File: src/rtl/muldiv_unit.sv
// Iterative RV32M multiply/divide unit: shift-add multiply, restoring divide, one bit per cycle.
// Optional macro MULDIV_EARLY_OUT_EN: zero operands, divide-by-zero and signed overflow skip the iterations.
module muldiv_unit #(
    parameter int XLEN = 32,
    parameter int ITER = 32
) (
    input  logic            clk,
    input  logic            rst_n,
    input  logic            start,
    input  logic            flush,
    input  logic [2:0]      md_op,
    input  logic [XLEN-1:0] operand_a,
    input  logic [XLEN-1:0] operand_b,
    input  logic [4:0]      rd_in,
    output logic            busy,
    output logic            done,
    output logic [XLEN-1:0] result,
    output logic [4:0]      rd_out
);
    localparam int CNT_W = $clog2(ITER + 1);
    localparam logic [XLEN-1:0] INT_MIN = {1'b1, {(XLEN-1){1'b0}}};

    typedef enum logic [1:0] {IDLE, CALC, FIX, DONE} state_t;

    state_t              state_q, state_d;
    logic [CNT_W-1:0]    cnt_q, cnt_d;
    logic [2*XLEN-1:0]   acc_q, acc_d;
    logic [XLEN-1:0]     a_q, a_d;
    logic [XLEN-1:0]     b_abs_q, b_abs_d;
    logic [2:0]          op_q, op_d;
    logic [4:0]          rd_q, rd_d;
    logic                sa_q, sa_d, sb_q, sb_d;
    logic                div0_q, div0_d, ovf_q, ovf_d;
    logic [XLEN-1:0]     result_q, result_d;
    logic [4:0]          rd_out_q, rd_out_d;

    logic                signed_a, signed_b, a_neg, b_neg, ovf_in, early;
    logic [XLEN-1:0]     a_abs, b_abs;
    logic [XLEN:0]       mul_sum, div_try;
    logic [2*XLEN-1:0]   prod_fix;
    logic [XLEN-1:0]     quot_fix, rem_fix, fix_res;

    assign signed_a = (md_op == 3'b001) || (md_op == 3'b010) || (md_op == 3'b100) || (md_op == 3'b110);
    assign signed_b = (md_op == 3'b001) || (md_op == 3'b100) || (md_op == 3'b110);
    assign a_neg    = signed_a & operand_a[XLEN-1];
    assign b_neg    = signed_b & operand_b[XLEN-1];
    assign a_abs    = a_neg ? -operand_a : operand_a;
    assign b_abs    = b_neg ? -operand_b : operand_b;
    assign ovf_in   = signed_b && md_op[2] && (operand_a == INT_MIN) && (operand_b == '1);

`ifdef MULDIV_EARLY_OUT_EN
    assign early = (operand_a == '0) || (operand_b == '0) || ovf_in;
`else
    assign early = 1'b0;
`endif

    // Multiplier sits in the low half and shifts out; the partial product grows in the high half.
    assign mul_sum = {1'b0, acc_q[2*XLEN-1:XLEN]} + (acc_q[0] ? {1'b0, b_abs_q} : '0);
    assign div_try = acc_q[2*XLEN-1:XLEN-1] - {1'b0, b_abs_q};

    assign prod_fix = (sa_q ^ sb_q) ? -acc_q : acc_q;
    assign quot_fix = (sa_q ^ sb_q) ? -acc_q[XLEN-1:0] : acc_q[XLEN-1:0];
    assign rem_fix  = sa_q ? -acc_q[2*XLEN-1:XLEN] : acc_q[2*XLEN-1:XLEN];

    always_comb begin
        fix_res = prod_fix[XLEN-1:0];
        case (op_q)
            3'b001, 3'b010, 3'b011: fix_res = prod_fix[2*XLEN-1:XLEN];
            3'b100, 3'b101:         fix_res = div0_q ? '1 : (ovf_q ? INT_MIN : quot_fix);
            3'b110, 3'b111:         fix_res = div0_q ? a_q : (ovf_q ? '0 : rem_fix);
            default:                fix_res = prod_fix[XLEN-1:0];
        endcase
    end

    always_comb begin
        state_d  = state_q;
        cnt_d    = cnt_q;
        acc_d    = acc_q;
        a_d      = a_q;
        b_abs_d  = b_abs_q;
        op_d     = op_q;
        rd_d     = rd_q;
        sa_d     = sa_q;
        sb_d     = sb_q;
        div0_d   = div0_q;
        ovf_d    = ovf_q;
        result_d = result_q;
        rd_out_d = rd_out_q;
        case (state_q)
            IDLE: begin
                if (start) begin
                    op_d    = md_op;
                    rd_d    = rd_in;
                    sa_d    = a_neg;
                    sb_d    = b_neg;
                    a_d     = operand_a;
                    b_abs_d = b_abs;
                    div0_d  = md_op[2] && (operand_b == '0);
                    ovf_d   = ovf_in;
                    acc_d   = (early && !md_op[2]) ? '0 : {{XLEN{1'b0}}, a_abs};
                    cnt_d   = early ? '0 : CNT_W'(ITER);
                    state_d = CALC;
                end
            end
            CALC: begin
                if (cnt_q == '0) begin
                    state_d = FIX;
                end else begin
                    cnt_d = cnt_q - CNT_W'(1);
                    if (!op_q[2])
                        acc_d = {mul_sum, acc_q[XLEN-1:1]};
                    else if (div_try[XLEN])
                        acc_d = {acc_q[2*XLEN-2:0], 1'b0};
                    else
                        acc_d = {div_try[XLEN-1:0], acc_q[XLEN-2:0], 1'b1};
                end
            end
            FIX: begin
                result_d = fix_res;
                rd_out_d = rd_q;
                state_d  = DONE;
            end
            default: state_d = IDLE;
        endcase
        // Abort wins over everything, including a start in the same cycle and the FIX write.
        if (flush) begin
            state_d  = IDLE;
            result_d = result_q;
            rd_out_d = rd_out_q;
        end
    end

    always_ff @(posedge clk or negedge rst_n) begin
        if (!rst_n) begin
            state_q  <= IDLE;
            cnt_q    <= '0;
            acc_q    <= '0;
            a_q      <= '0;
            b_abs_q  <= '0;
            op_q     <= '0;
            rd_q     <= '0;
            sa_q     <= 1'b0;
            sb_q     <= 1'b0;
            div0_q   <= 1'b0;
            ovf_q    <= 1'b0;
            result_q <= '0;
            rd_out_q <= '0;
        end else begin
            state_q  <= state_d;
            cnt_q    <= cnt_d;
            acc_q    <= acc_d;
            a_q      <= a_d;
            b_abs_q  <= b_abs_d;
            op_q     <= op_d;
            rd_q     <= rd_d;
            sa_q     <= sa_d;
            sb_q     <= sb_d;
            div0_q   <= div0_d;
            ovf_q    <= ovf_d;
            result_q <= result_d;
            rd_out_q <= rd_out_d;
        end
    end

    assign busy   = (state_q == CALC) || (state_q == FIX);
    assign done   = (state_q == DONE) && !flush;
    assign result = result_q;
    assign rd_out = rd_out_q;

endmodule

File: config.mk
export PLATFORM = sky130hd
export DESIGN_NAME = muldiv_unit
export DESIGN_NICKNAME = d
export VERILOG_FILES = /design/src/rtl/muldiv_unit.sv
export SDC_FILE = /design/constraint.sdc
export NUM_CORES = 1
export LEC_CHECK = 0
export ABC_AREA = 1
export BUFFER_PORTS_ARGS = -buffer_cell sky130_fd_sc_hd__clkbuf_2
export CAP_MARGIN = 20
export CORE_MARGIN = 2
export CORE_UTILIZATION = 40
export CTS_CLUSTER_SIZE = 14
export DETAILED_ROUTE_END_ITERATION = 12
export MAX_ROUTING_LAYER = met4
export SLEW_MARGIN = 10
export SYNTH_ARGS = -nofsm -noshare
export SYNTH_HDL_FRONTEND = slang
export SYNTH_SLANG_ARGS = --single-unit
File: constraint.sdc
create_clock -name clk -period 2.7 [get_ports clk]
set_input_delay 0.405 -clock clk [delete_from_list [all_inputs] [get_ports clk]]
set_output_delay 0.405 -clock clk [all_outputs]
set_load 0.1 [all_outputs]
# Yosys cells after proc, flatten, opt, wreduce, memory -nomap -nowiden
# Cells that the tools add are included.
word_totals:
  register_bits: 185
  input_bits: 76
  word_cells: 91
op_classes:
  add_sub_neg: 8
  n_eq_ne: 20
  muxes: 23
  n_bitwise: 4
  reduce_logical: 23
ops:
  columns: ["op", "n"]
  rows:
  - ["$mux W64", 5]
  - ["$mux W32", 9]
  - ["$neg A32 Y32", 4]
  - ["$pmux W64 S2", 1]
  - ["$pmux W32 S3", 1]
  - ["$eq A32 B32 Y1 const B", 2]
  - ["$neg A64 Y64", 1]
  - ["$add A32 B32 Y33", 1]
  - ["$sub A33 B32 Y33", 1]
  - ["$logic_not A32 Y1", 1]
  - ["$eq A3 B3 Y1 const B", 6]
  - ["$mux W6", 2]
  - ["$pmux W6 S2", 1]
  - ["$eq A3 B2 Y1 const B", 3]
  - ["$eq A3 B1 Y1 const B", 2]
  - ["$logic_not A6 Y1", 1]
  - ["$logic_or A1 B1 Y1", 6]
  - ["$mux W2", 3]
  - ["$ne A3 B3 Y1 const B", 2]
  - ["$pmux W2 S3", 1]
  - ["$reduce_and A2 Y1", 3]
  - ["$sub A6 B1 Y6 const B", 1]
  - ["$logic_and A1 B1 Y1", 5]
  - ["$eq A2 B2 Y1 const B", 2]
  - ["other kinds (11)", 14]

# Depth between registers and ports, before layout
depth:
  word_depth: 8
  depth_mapped: 20
  depth_no_buf: 18

# Worst setup path after synthesis
# Ideal clock, no wire load.
synth_path:
  path_kind: "register to register"
  start: "register acc_q[0]"
  end: "register acc_q[59]"
  setup_time_ns: 0.116
  arrival_time_ns: 2.371
  required_time_ns: 2.584
  setup_slack_ns: 0.213
  path_stages_with_launch: 20
  path_cell_list: "dfrtp_1 buf_2 clkbuf_1 nand2_1 inv_1 ha_1 inv_1 fa_1 o21ai_1 nand2_1 nand2_1 nand2_1 nand2_1 nand2_1 nand3_1 nand2_1 nor2_1 nor2_1 nand2_1 nand2_1"
synth_via:
  elab_chain_cells: 5
synth_lines:
  columns: ["element", "line_no", "text"]
  rows:
  - ["start: declaration", "27", "logic [2*XLEN-1:0] acc_q, acc_d;"]
  - ["start signal: assignment", "137", "acc_q <= '0;"]
  - ["start signal: assignment", "151", "acc_q <= acc_d;"]
  - ["$mux W32", "58", "assign mul_sum = {1'b0, acc_q[2*XLEN-1:XLEN]} + (acc_q[0] ? {1'b0, b_abs_q} : '0);"]
  - ["$add A32 B32 Y33", "58", null]
  - ["$mux W64", "110", "if (!op_q[2])"]
  - ["$mux W64", "106", "if (cnt_q == '0) begin"]
  - ["$pmux W64 S2", "89", "case (state_q)"]
# No other way between the ends. The select of a mux whose other input is x is not followed.
# A chain may end at the register's enable or synchronous reset.

# Worst setup path after layout
layout_path:
  start: "register acc_q[0]"
  end: "register acc_q[56]"
# The elaborated chain is that of the path after synthesis.

==> results by group <==
Finish
  – Commonest non-fill, non-tap cell in the layout: nand2_1
  – Nets: 3,610
  – Most frequent cells in the layout: nand2_1 (1,122), inv_1 (411), nor2_1 (332), nand3_1 (286), o21ai_0 (225)
  – Area Growth Syn to Fin: 14.8%
  – # diodes: 0
  – Post-route cell area: approximately 0.022 mm²
  – Share of post-route cells with drive strength above 1: roughly an eighth

Route
  – Routed Antenna Nets: 0
  – Drt via density: 5.41
  – Avg WL per Cell: 19.7 µm
  – DRT Pass-1 Iters: 6
  – Initial DRC Count: roughly 2,400
  – # DRC: 0
  – Via count: 22,083
  – Final wirelength: 80,400 µm

Clock tree
  – CTS Sinks: ~190
  – CTS tree: yes
  – CTS Buffer Depth: 2
  – CTS clk-pin slew, worst paths: 0.07 ns
  – CTS buffer count: 17
  – Htree depth: 4
  – Worst-Skew Late Latency: 0.52 ns
  – CTS root buffer: clkbuf_16

STA
  – Final setup fails: 0
  – Slew margin rel.: slightly above 50%
  – Max Slew Vio Count: 0
  – Fin crit period: 2.58 ns
  – Final Skew: 0.0281 ns
  – Fmax: between 300 and 400 MHz
  – Worst-margin pin slew: 0.731 ns
  – Final setup margin: between 0.1 and 0.15 ns
  – Count of final hold-check violations: 0
  – Period utilization: 95.7%

Critical path
  – Crit-path leading delay family: compound AO/OA/AOI/OAI gates
  – Cell Chain, Critical Path: clkbuf_16, nand2_1, inv_1, ha_1, a21oi_1, o21ai_0, a21oi_1, o21a_1, nand2_1, nand2_1, nand3_1, nand3_1, nand2_1
  – CP Data Required Time: 3.09 ns
  – Delay of the slowest cell on the worst path: 0.48 ns
  – Worst R2R Start: acc_q[0]
  – Register-to-register setup slack: approximately 0.12 ns
  – WS Path Type: reg2reg
  – Critical Path Start Type: flip-flop
  – Worst setup EP type: flip-flop
  – Crit path buf inv count: 2
  – CP most frequent cell: nand2_1
  – Worst EP arrival: around 3.0 ns
  – Crit. Startpoint: acc_q[0]
  – Slowest-stage cell, CP: dfrtp_2
  – Crit Path Max Fanout: 17

Synth
  – Asr flop ratio synth: 100%
  – Yosys top cell area share: 24.2%
  – Synthesized Nets: 3,451
  – Synth cell types: 53
  – Synthesized area: roughly 0.019 mm²
  – Sequential fraction of the synthesis area: between 20% and 30%
  – Most area-hungry cell type in the Yosys netlist: dfrtp_1
  – Synth Register Bits: 185
  – Mapped Avg Cell Area: 5.80 µm²
  – Synth top area cells: dfrtp_1 (24%), nand2_1 (22%), inv_1 (8.1%), nand3_1 (7.5%), nor2_1 (6.7%)
  – Top_reg_cell synth: dfrtp_1
  – Number of synthesized flops with an enable pin: 0
  – Syn. warnings: 0
  – Gate Count Post-Synth: between 3,000 and 4,000

Min path
  – Hold Startpoint: rd_in[4]
  – Hold Path Class: in2reg

GRT
  – GR Overflow Total: 0
  – Initial antenna violation count: 0
  – Vias in the first global route: ~20,000
  – GRT Total Usage: around a third
  – First-pass GRT wire length: around 120,000 µm
  – Largest net degree at the start of global routing: just over 60

Floorplanning
  – Num rows: 80
  – Core Area: about 0.047 mm²
  – Io pins: approximately 120
  – Initial core utilization: about 40%
  – Vert. Die Dim: about 220 µm
  – Die Area: 0.0496 mm²
  – Die W: about 220 µm

Run
  – # Max-Cap Violations: 0

Pwr
  – Static Leakage: ~12 nW
  – Pwr Density: approximately 1400 mW/mm²
  – Worst VDD drop: between 1 and 1.5 mV

Place
  – Pre-CTS setup slack: 0.155 ns
  – Area after DPL: roughly 0.021 mm²
  – PortBufs: between 100 and 150
  – Hpwl dp: 64,200 µm
  – RePlAce Congestion: 1.06

Run status
  – Run status: completed
==> routing by layer <==
layer | part of all wire [%] | up-vias | GRT usage (%)
met2 | 39 | 1006 | 43.6
met3 | 11 | 114 | 7.66
met4 | 2.9 | 0 | 9.92
li1 | - | 10844 | -
met1 | 47 | 10119 | 49.4
met5 | 0 | - | -
==> cell type report <==
type                            instances  area, µm²
Fill cell                            5263      25500
Timing Repair Buffer                  247       1710
Inverter                              432       1620
Sequential cell                       185       4640
Multi-Input combinational cell       2573      12600
Clock buffer                           20        457
Clock inverter                         11        160
Tap cell                              615        769
==> logic make-up after synthesis <==
family / count (synthesis) / synth area share [%]
AND/OR/NAND/NOR: 1940 / 42.9
AO/OA/AOI/OAI: 488 / 13.6
adder cells (fa/ha/maj): 78 / 5.18
flip-flops: 185 / 24.2
buffers and inverters: 540 / 11.1
XOR/XNOR: 66 / 3.02
==> synth_stat cells (16+ instances only) <==
library cell / n
nand2_1: 1126
inv_1: 411
nor2_1: 339
nand3_1: 288
o21ai_0: 231
dfrtp_1: 185
a21oi_1: 166
ha_1: 76
clkbuf_1: 69
xor2_1: 50
nand4_1: 48
nor3_1: 32
buf_2: 27
o21ai_1: 26
a31oi_1: 24
nand3b_1: 23
inv_2: 19
nand2_2: 18
nand3_2: 17
or2_2: 16
xnor2_1: 16
==> where the power goes <==
part           switching [mW]  leakage [nW]  internal [mW]
logic                    15.3          9.12           6.76
clock network            1.29         0.301           1.52
registers                1.43          2.28           4.00
total                    18.0          11.7           12.3
==> worst paths after layout <==
path                              endpoint  depth (start not counted)
worst max-delay path             acc_q[56]                         13
worst min-delay path               rd_q[4]                          3
worst max register to register   acc_q[56]                         13
worst min register to register  result[29]                          2
max in group asynchronous        rd_out[1]                          3
min in group asynchronous       result[28]                          2
==> tightest hold or removal path, delay by kind of cell <==
kind / cells / cell delay (ns)
simple gates: 1 / 0.04
buf+inv: 1 / 0.07
compound gates: 1 / 0.05
==> sequential cells by signal, indices dropped and copies added, names as in the netlist <==
register  cells
a_q          32
acc_q        64
b_abs_q      32
cnt_q         6
div0_q        1
op_q          3
ovf_q         1
rd_out        5
rd_q          5
result       32
sa_q          1
sb_q          1
state_q       2
==> per-stage QoR <==
stage               setup TNS (ns)  instances  power (mW)  utilization [%]  hold slack, ns
global placement                 0       4039        26.3             44.3           0.409
finish                           0       4083        30.3             46.3           0.106
floorplan                        0       3297        19.6                -           0.109
CTS                              0       4071        29.2             45.6          0.0843
detailed placement               0       4039        26.3             44.3           0.404
global route               -0.0428       4083        32.6             46.3           0.110
==> repair_timing <==
item,CTS,global route
setup buffers,0,10
hold endpoints to repair,50,0
gates resized for setup,0,47
endpoints found under the setup margin,0,19
hold buffers,1,0
Power figures use the tool's default switching activity.
